### src/rtl/seg7_pkg.sv
// Shared constants and helpers for the 4-digit, 7-segment scan driver.
package seg7_pkg;

    localparam int NUM_DIGITS = 4;
    localparam int SEG_W      = 7;
    localparam int WORD_W     = NUM_DIGITS * SEG_W;

    // Segment bit positions inside one digit slice (a is bit 0, g is bit 6).
    localparam int SEG_A = 0;
    localparam int SEG_B = 1;
    localparam int SEG_C = 2;
    localparam int SEG_D = 3;
    localparam int SEG_E = 4;
    localparam int SEG_F = 5;
    localparam int SEG_G = 6;

    typedef logic [SEG_W-1:0]  seg_t;
    typedef logic [WORD_W-1:0] word_t;
    typedef logic [1:0]        dig_idx_t;

    // Pick the 7 segment bits of digit idx out of the packed 28-bit word.
    function automatic seg_t seg_slice(input word_t word, input dig_idx_t idx);
        seg_t s;
        case (idx)
            2'd0:    s = word[SEG_W*0 +: SEG_W];
            2'd1:    s = word[SEG_W*1 +: SEG_W];
            2'd2:    s = word[SEG_W*2 +: SEG_W];
            default: s = word[SEG_W*3 +: SEG_W];
        endcase
        return s;
    endfunction

endpackage

### src/rtl/seg7_slot_timer.sv
// Slot and digit counters for the scan driver. Each digit owns DIGIT_TICKS
// cycles; the first DEADTIME_TICKS of every slot are reported as dead time.
// The frame boundary is the first cycle of digit 0's slot.
module seg7_slot_timer
    import seg7_pkg::*;
#(
    parameter int DIGIT_TICKS    = 256,
    parameter int DEADTIME_TICKS = 16
) (
    input  logic     clk,
    input  logic     reset,
    output logic [3:0] pwm_phase_o,
    output dig_idx_t dig_idx_o,
    output logic     frame_boundary_o,
    output logic     in_dead_o
);

    localparam int CNT_W = $clog2(DIGIT_TICKS);

    // Parameter sanity: PWM needs whole 16-cycle periods, and the dead time
    // must leave at least one full PWM period of lit window in every slot.
    if ((DIGIT_TICKS % 16) != 0) begin : g_bad_ticks_mult
        $error("DIGIT_TICKS must be a multiple of 16");
    end
    if (DIGIT_TICKS < 32) begin : g_bad_ticks_min
        $error("DIGIT_TICKS must be at least 32");
    end
    if (DEADTIME_TICKS >= DIGIT_TICKS - 16) begin : g_bad_dead
        $error("DEADTIME_TICKS must be below DIGIT_TICKS - 16");
    end
    if (DEADTIME_TICKS < 0) begin : g_bad_dead_neg
        $error("DEADTIME_TICKS must not be negative");
    end

    logic [CNT_W-1:0] slot_cnt_q;
    logic [CNT_W-1:0] slot_cnt_d;
    dig_idx_t         dig_idx_q;
    dig_idx_t         dig_idx_d;
    logic             slot_wrap;

    // Next-state: slot counter wraps at DIGIT_TICKS-1 and advances the digit.
    always_comb begin
        slot_wrap  = (slot_cnt_q == CNT_W'(DIGIT_TICKS - 1));
        slot_cnt_d = slot_cnt_q + CNT_W'(1);
        dig_idx_d  = dig_idx_q;
        if (slot_wrap) begin
            slot_cnt_d = '0;
            dig_idx_d  = dig_idx_q + 2'd1;
        end
    end

    // Counter registers; reset parks the scan at the frame boundary.
    always_ff @(posedge clk or posedge reset) begin
        if (reset) begin
            slot_cnt_q <= '0;
            dig_idx_q  <= '0;
        end else begin
            slot_cnt_q <= slot_cnt_d;
            dig_idx_q  <= dig_idx_d;
        end
    end

    // Decodes of the current counter state, no added latency.
    always_comb begin
        pwm_phase_o      = slot_cnt_q[3:0];
        dig_idx_o        = dig_idx_q;
        frame_boundary_o = (slot_cnt_q == '0) && (dig_idx_q == 2'd0);
        in_dead_o        = (slot_cnt_q < CNT_W'(DEADTIME_TICKS));
    end

endmodule

### src/rtl/seg7_scan_driver.sv
// Time-multiplexed 4-digit 7-segment driver with per-slot blanking and
// 4-bit PWM brightness. The segment word and brightness are captured into
// shadow registers only at the frame boundary, so a mid-frame bus write
// never tears the displayed frame. Outputs are registered (1-cycle latency).
// Segment and digit lines are updated from the same register stage and
// both go inactive whenever the slot is not lit, so the segment bus only
// changes while every digit is off.
module seg7_scan_driver
    import seg7_pkg::*;
#(
    parameter int DIGIT_TICKS    = 256,
    parameter int DEADTIME_TICKS = 16,
    parameter bit SEG_ACTIVE_LOW = 1'b1,
    parameter bit DIG_ACTIVE_LOW = 1'b1
) (
    input  logic              clk,
    input  logic              reset,
    input  logic [WORD_W-1:0] seg_data,
    input  logic [3:0]        brightness,
    output logic [SEG_W-1:0]  seg_out,
    output logic [3:0]        dig_out,
    output logic              frame_start
);

    localparam logic [SEG_W-1:0] SEG_OFF = SEG_ACTIVE_LOW ? {SEG_W{1'b1}} : {SEG_W{1'b0}};
    localparam logic [3:0]       DIG_OFF = DIG_ACTIVE_LOW ? 4'hF : 4'h0;

    logic [3:0]  pwm_phase;
    dig_idx_t    dig_idx;
    logic        frame_boundary;
    logic        in_dead;

    word_t       shadow_seg_q;
    word_t       shadow_seg_d;
    logic [3:0]  shadow_bri_q;
    logic [3:0]  shadow_bri_d;

    logic        pwm_on;
    logic        lit;
    seg_t        seg_raw;
    logic [3:0]  dig_onehot;

    seg_t        seg_out_q;
    seg_t        seg_out_d;
    logic [3:0]  dig_out_q;
    logic [3:0]  dig_out_d;

    seg7_slot_timer #(
        .DIGIT_TICKS    (DIGIT_TICKS),
        .DEADTIME_TICKS (DEADTIME_TICKS)
    ) u_timer (
        .clk              (clk),
        .reset            (reset),
        .pwm_phase_o      (pwm_phase),
        .dig_idx_o        (dig_idx),
        .frame_boundary_o (frame_boundary),
        .in_dead_o        (in_dead)
    );

    // Shadow next-state: capture the live word/brightness only at the frame boundary.
    always_comb begin
        shadow_seg_d = shadow_seg_q;
        shadow_bri_d = shadow_bri_q;
        if (frame_boundary) begin
            shadow_seg_d = seg_data;
            shadow_bri_d = brightness;
        end
    end

    // Shadow registers; cleared by reset so nothing shows before the first load.
    always_ff @(posedge clk or posedge reset) begin
        if (reset) begin
            shadow_seg_q <= '0;
            shadow_bri_q <= '0;
        end else begin
            shadow_seg_q <= shadow_seg_d;
            shadow_bri_q <= shadow_bri_d;
        end
    end

    // PWM gate and output decode. Brightness 15 is fully on inside the lit
    // window; otherwise the low 4 slot-counter bits form a 16-cycle PWM ramp.
    always_comb begin
        pwm_on     = (shadow_bri_q == 4'hF) || (pwm_phase < shadow_bri_q);
        lit        = !in_dead && pwm_on;
        seg_raw    = seg_slice(shadow_seg_q, dig_idx);
        dig_onehot = 4'b0001 << dig_idx;
        seg_out_d  = SEG_OFF;
        dig_out_d  = DIG_OFF;
        if (lit) begin
            seg_out_d = SEG_ACTIVE_LOW ? ~seg_raw : seg_raw;
            dig_out_d = DIG_ACTIVE_LOW ? ~dig_onehot : dig_onehot;
        end
    end

    // Output registers; reset forces every line inactive immediately.
    always_ff @(posedge clk or posedge reset) begin
        if (reset) begin
            seg_out_q <= SEG_OFF;
            dig_out_q <= DIG_OFF;
        end else begin
            seg_out_q <= seg_out_d;
            dig_out_q <= dig_out_d;
        end
    end

    // Frame pulse is a live decode of the counter state, held low during reset.
    always_comb begin
        seg_out     = seg_out_q;
        dig_out     = dig_out_q;
        frame_start = frame_boundary && !reset;
    end

endmodule

### config.mk
export PLATFORM = sky130hd
export DESIGN_NAME = seg7_scan_driver
export DESIGN_NICKNAME = d
export VERILOG_FILES = /design/src/rtl/seg7_pkg.sv /design/src/rtl/seg7_slot_timer.sv /design/src/rtl/seg7_scan_driver.sv
export SDC_FILE = /design/constraint.sdc
export NUM_CORES = 1
export LEC_CHECK = 0
export BUFFER_PORTS_ARGS = -buffer_cell sky130_fd_sc_hd__buf_2
export CORE_ASPECT_RATIO = 1.4
export CORE_MARGIN = 4
export CORE_UTILIZATION = 23
export CTS_CLUSTER_SIZE = 12
export DETAILED_ROUTE_END_ITERATION = 16
export PLACE_DENSITY_LB_ADDON = 0.3
export SKIP_LAST_GASP = 1
export SLEW_MARGIN = 20
export SYNTH_ARGS = -nofsm -noshare
export SYNTH_HDL_FRONTEND = slang
export SYNTH_SLANG_ARGS = --single-unit
### constraint.sdc
create_clock -name clk -period 1.7 [get_ports clk]
set_input_delay 0.34 -clock clk [delete_from_list [all_inputs] [get_ports clk]]
set_output_delay 0.34 -clock clk [all_outputs]
set_load 0.1 [all_outputs]
==> results of run 1 <==
## final timing paths
check                                         to
max                                  frame_start
min                             shadow_seg_q[20]
max reg2reg                     shadow_seg_q[17]
min reg2reg                u_timer.slot_cnt_q[0]
max in group asynchronous             seg_out[5]
min in group clk                 shadow_seg_q[8]
## routing by layer
metal  GRT usage [%]  wire length, um  vias to the layer above
met5               0                0                        -
met4            5.11              156                        0
met3            1.72              247                        8
met2            14.6             2620                       44
met1            12.8             2630                      792
li1                -                -                      797
## synthesized netlist by cell type, drive strengths merged
master	instances	share of area (%)
dfrtp	42	42
mux2	33	19
o21ai	12	2.4
dfstp	11	12
ha	10	5.0
inv	9	1.4
a211oi	8	2.4
nor2b	8	2.0
a222oi	7	2.8
nor2	5	0.75
buf	4	1.5
nand2	4	0.60
nand3	4	0.81
a21oi	3	0.60
xor2	3	1.1
xnor2	2	0.70
a21o	1	0.30
and2b	1	0.30
and4	1	0.35
clkbuf	1	0.15
nand4	1	0.86
nor3	1	0.20
nor4	1	0.86
o211a	1	0.40
o31ai	1	0.30
o41ai	1	0.35
or3	1	0.25
or3b	1	0.35
## cell usage in the layout, fill, tap and decap left out, types with 4 or more instances in the layout
cell type,n
buf_2,44
dfrtp_1,41
mux2_4,29
buf_4,21
dfstp_2,11
o21ai_0,8
nor2b_1,8
inv_1,7
a222oi_1,7
a211oi_1,7
ha_1,7
clkbuf_16,5
nor2_1,4
nand3_1,4
nand2_1,4
mux2_2,4
## logic make-up after synthesis
group / Yosys count / share of synthesized area (%)
muxes: 33 / 19.3
DFF: 53 / 53.9
adders and majority gates: 10 / 5.03
and+or+nand+nor: 28 / 7.35
buffers and inverters: 14 / 3.02
AOI/OAI and AO/OA: 34 / 9.61
xor gates and xnor gates: 5 / 1.76
## cell type report
cell class / count / area (sq um)
fillers: 1084 / 7160
repair buffers: 71 / 470
well taps: 138 / 173
flip-flops and latches: 53 / 1340
inverters: 9 / 33.8
clock inverters: 2 / 13.8
clock buffers: 6 / 139
multi-input cells: 110 / 1130
## sequential cells by signal, indices dropped and copies added (netlist names)
register,flops
shadow_bri_q,4
seg_out,7
u_timer.dig_idx_o,2
dig_out,4
u_timer.slot_cnt_q,8
shadow_seg_q,28
## power breakdown
part | switching, mW | leakage (nW) | total, mW | internal (mW)
Sequential | 0.0318 | 0.612 | 1.35 | 1.32
Combinational | 0.151 | 0.901 | 0.258 | 0.107
Clock | 0.447 | 0.0768 | 1.03 | 0.586
## repair_timing
item | in CTS | in global routing
pin swaps | 2 | 0
resized for setup | 2 | 19
setup endpoints to repair | 4 | 41
buffers inserted | 3 | 2
==> impl_metrics.toml, run 1 <==
[routing]
drc_errors = 0
vias_per_cell = 4.22
drt_first_pass_iters = 4
wl_um = 5650
ant_nets = 0
routedWlPerCell_um = 14.5
vias = 1641
drt_iter0_markers = 83

[global_routing]
grt_pass1_vias = 1754
grt_first_pass_wirelength_um = 9050
antenna_found_initial = 0
grt_util_all_layers_pct = 9.54
grt_max_degree = 39
grt_overflow = 0

[floorplanning]
core_sq_um = 10500
io_pins = 46
die_width_um = 95.9
dieArea_sq_um = 12600
die_h_um = 131
fp-row-count = 44
initial_core_util_pct = 23.8

[hold_path]
hold_class = "input port to asynchronous set/reset pin"

[clocking]
cts_buffers = 5
clkLatencyLatePin_ns = 0.29
cts_hold_buf = 0
cts_num_sinks = 53
cts-root-buf = "clkbuf_16"
htreeDepth = 2
path_clk_slew_ns = 0.07
cts_tree = "done"
cts_buffer_depth = 2

[layout]
synthToLayoutAreaGrowth_pct = 32.8
finalNetCount = 294
fin_util_pct = 31.6
drive_gt1_share_pct = 54.2
design_area_sq_um = 3300
num_antenna_cells = 0
fin_cells = 389

[synth]
synthCells = 177
ys_seq_area_share_pct = 53.9
synth_seq_cells = 53
synth_warnings = 0
synth_cell_type_count = 30
netlist_area_sq_um = 2490
syn_nets = 221
avgSynthCellArea_sq_um = 14.0

[critical_path]
path_buf_inv = 1
crit_arrival_ns = 1.55
critPathMaxFanout = 2
worstSetupPathDepth = 4
cp-end-kind = "output port"
crit_slowest_cell = "dfrtp_1"
cp.required_ns = 1.36
slowest_delay_ns = 0.41
timing.rr.start = "u_timer.slot_cnt_q[6]"
path_delay_family = "simple AND/OR/NAND/NOR gates"
crit_chain = "nor4_4, nand4_4, nor2_4, buf_12"
rrSetupSlack_ns = -0.11
r2r_cells = 6
worstSetupPathType = "flop to output port"
crit_start = "u_timer.slot_cnt_q[6]"
start_kind = "flop"

[timing]
finalMaxSlewViolations = 0
setup-tns-final_ns = -3.37
period_needed_ns = 1.89
clock_skew_ns = 0.00396
rsz0062_at_grt = "true"
layout_worst_path_cycle_share_pct = 111
max_freq_mhz = 529
setup_viol = 33
setup_ws_ns = -0.190
tightestPinTransition_ns = 0.492
slew_headroom_pct = 67.4
hold_violations = 0
holdWs_ns = 0.0364

[placement]
dp_cells = 376
gp_congestion = 0.718
placed_area_sq_um = 3040
place_ws_ns = 0.0130
port_buffers = 45
dp.final_hpwl_um = 4250

[run_status]
status = "finished, violations left"
failed_checks = "negative setup slack"

[flow_run]
max-cap-violations = 0

[pwr]
power_density_nw_per_um2 = 800
peakVddDrop_uv = 359
p_total_mw = 2.64
p_leak_nw = 1.59
Power figures use the tool's default switching activity.
==> run 2: changes to the inputs <==
- ABC_AREA: unset -> 1
==> impl_metrics.toml, run 2 <==
[run_status]
status = "finished, violations left"
failed_checks = "negative setup slack"

[pwr]
p_leak_nw = 1.59
power_density_nw_per_um2 = 880
peakVddDrop_uv = 357

[synth]
synth_most_common_cell = "nand2_1"
synthTopCellsByArea = "dfrtp_1 (42%), nand2_1 (19%), dfstp_2 (12%), nand3_1 (10%), ha_1 (5.0%)"
avgSynthCellArea_sq_um = 8.45
syn_nets = 340
synth_cell_type_count = 21
synth_common_cells = "nand2_1 (125), nand3_1 (52), dfrtp_1 (42), inv_1 (16), dfstp_2 (11)"
async_flop_share_pct = 100
synthMuxAreaShare_pct = 0
synth_compound_gate_area_share_pct = 0.601
synthCells = 296
synth_top_area_cell = "dfrtp_1"
synth_seq_cells = 53
synth.top_cell.area_share_pct = 42.0
synth_top_family_by_area = "simple AND/OR/NAND/NOR gates"
netlist_area_sq_um = 2500
synth_adder_area_share_pct = 5.01
synthSimpleGateAreaFrac_pct = 32.8
synth_warnings = 0
synthXorXnorAreaFrac_pct = 1.40
synth_edf_count = 0
ys_seq_area_share_pct = 53.6
synth_top_flop_cell = "dfrtp_1"

[clocking]
cts_buffer_depth = 2
path_clk_slew_ns = 0.07
cts-root-buf = "clkbuf_16"
htreeDepth = 2
clkLatencyLatePin_ns = 0.29
cts_num_sinks = 53
cts_buffers = 5
cts_tree = "done"

[timing]
setup_viol = 1
setup_ws_ns = -0.155
hold_violations = 0
tightestPinTransition_ns = 0.487
layout_worst_path_cycle_share_pct = 109
max_freq_mhz = 539
rsz0062_at_grt = "true"
period_needed_ns = 1.86
setup-tns-final_ns = -0.155
slew_headroom_pct = 67.8
clock_skew_ns = 0.00420
finalMaxSlewViolations = 0

[critical_path]
timing.rr.end = "shadow_seg_q[13]"
crit_arrival_ns = 1.52
path_buf_inv = 2
start_kind = "flop"
r2r_cells = 9
slowest_delay_ns = 0.39
worstSetupPathType = "flop to output port"
timing.rr.start = "u_timer.slot_cnt_q[1]"
crit_slowest_cell = "dfrtp_1"
critPathMaxFanout = 2
crit_chain = "inv_2, ha_4, nand2_4, nor3b_4, nand2_2, nor2_4, buf_12"
cp-end-kind = "output port"
rrSetupSlack_ns = 0.12
cp.required_ns = 1.36
path_delay_family = "simple AND/OR/NAND/NOR gates"

[routing]
ant_nets = 0
vias_per_cell = 4.14
drc_errors = 0
drt_first_pass_iters = 4
drt_iter0_markers = 91
wl_um = 6130
vias = 2002
routedWlPerCell_um = 12.7

[global_routing]
grt_util_all_layers_pct = 10.3
antenna_found_initial = 0
grt_pass1_vias = 2109
grt_overflow = 0
grt_first_pass_wirelength_um = 10200
grt_max_degree = 54

[layout]
nFillCells = 1130
final_common_cell = "nand2_1"
top_register = "shadow_seg_q"
finalNetCount = 388
num_antenna_cells = 0
final_cell_mix = "nand2_1 (124), nand3_1 (52), buf_2 (44)"
synthToLayoutAreaGrowth_pct = 25.8
fin_util_pct = 29.9
drive_gt1_share_pct = 25.8
largest_reg_flops = 28

[flow_run]
max-cap-violations = 0

[floorplanning]
die_width_um = 96.1
io_pins = 46
dieArea_sq_um = 12600
die_h_um = 131
initial_core_util_pct = 23.8
core_sq_um = 10500
fp-row-count = 44

[placement]
gp_congestion = 0.740
port_buffers = 45
dp.final_hpwl_um = 4440

[hold_path]
hold_class = "input port to asynchronous set/reset pin"
## run 2: cell count changes after synthesis, sizes merged, moves of 9 or more
| cell | delta |
|---|---|
| inv | +9 |
| mux2 | -33 |
| nand2 | +122 |
| nand3 | +48 |
| o21ai | -10 |
## run 2: how the worst max path moves through the flow
stage / startpoint / endpoint / slack, ns / cells after the start
2_1_floorplan: u_timer.dig_idx_o[0] / frame_start / -0.40 / 7
3_3_place_gp: u_timer.slot_cnt_q[0] / frame_start / 0.07 / 7
3_5_place_dp: u_timer.slot_cnt_q[0] / frame_start / 0.07 / 7
4_1_cts: u_timer.slot_cnt_q[1] / frame_start / -0.20 / 7
5_1_grt: u_timer.slot_cnt_q[1] / frame_start / -0.23 / 7
6_report: u_timer.slot_cnt_q[1] / frame_start / -0.16 / 7
## run 2: layer usage
layer,wire length (um),global-route usage (%)
met1,2700,13.0
met2,3080,17.1
met3,232,1.95
met4,121,3.88
met5,0,0
## run 2: power breakdown
group	internal, mW	switching [mW]	total [mW]
clock	0.735	0.453	1.19
sequential	1.32	0.0257	1.34
combinational	0.0678	0.165	0.233
total	2.12	0.644	2.77
## run 2: through the flow
| step | hold WS [ns] | std cells | total power, mW | cell area [sq um] | setup WS [ns] |
|---|---|---|---|---|---|
| 6_report | 0.109 | 483 | 2.77 | 3140 | -0.155 |
| 5_1_grt | 0.154 | 483 | 2.88 | 3140 | -0.226 |
| 3_3_place_gp | 0.444 | 473 | 1.60 | 2930 | 0.0732 |
| 4_1_cts | 0.138 | 483 | 2.80 | 3140 | -0.196 |
| 2_1_floorplan | 0.442 | 296 | 1.52 | 2520 | -0.397 |
| 3_5_place_dp | 0.443 | 473 | 1.61 | 2930 | 0.0691 |
## run 2: cell families (layout without fill, tap and decap cells)
group | after synthesis | after routing
AOI/OAI and AO/OA | 3 | 3
buffers and inverters | 34 | 83
xor gates and xnor gates | 4 | 4
adders and majority gates | 10 | 10
DFF | 53 | 53
and+or+nand+nor | 192 | 192
## run 2: worst min-delay path, stage by stage
cell and delay [ns]:
buf_2 0.12, inv_2 0.06, buf_12 0.25
## run 2: repair_timing
action                     4_1_cts  5_1_grt
buffers inserted                 2        0
setup endpoints to repair        1        2
hold endpoints to repair         0        0
hold buffers                     0        0
cloned                           0        0
resized for setup                6        0
pin swaps                        4        1
## run 2: layout make-up
type / count / area [sq um] / area share [%]
clock buffer: 6 / 139 / 4.42
clock inverter: 2 / 37.5 / 1.19
inverter: 19 / 71.3 / 2.27
multi-input combinational: 209 / 1040 / 32.9
sequential: 53 / 1340 / 42.6
tap: 138 / 173 / 5.49
timing repair buffer: 56 / 348 / 11.1
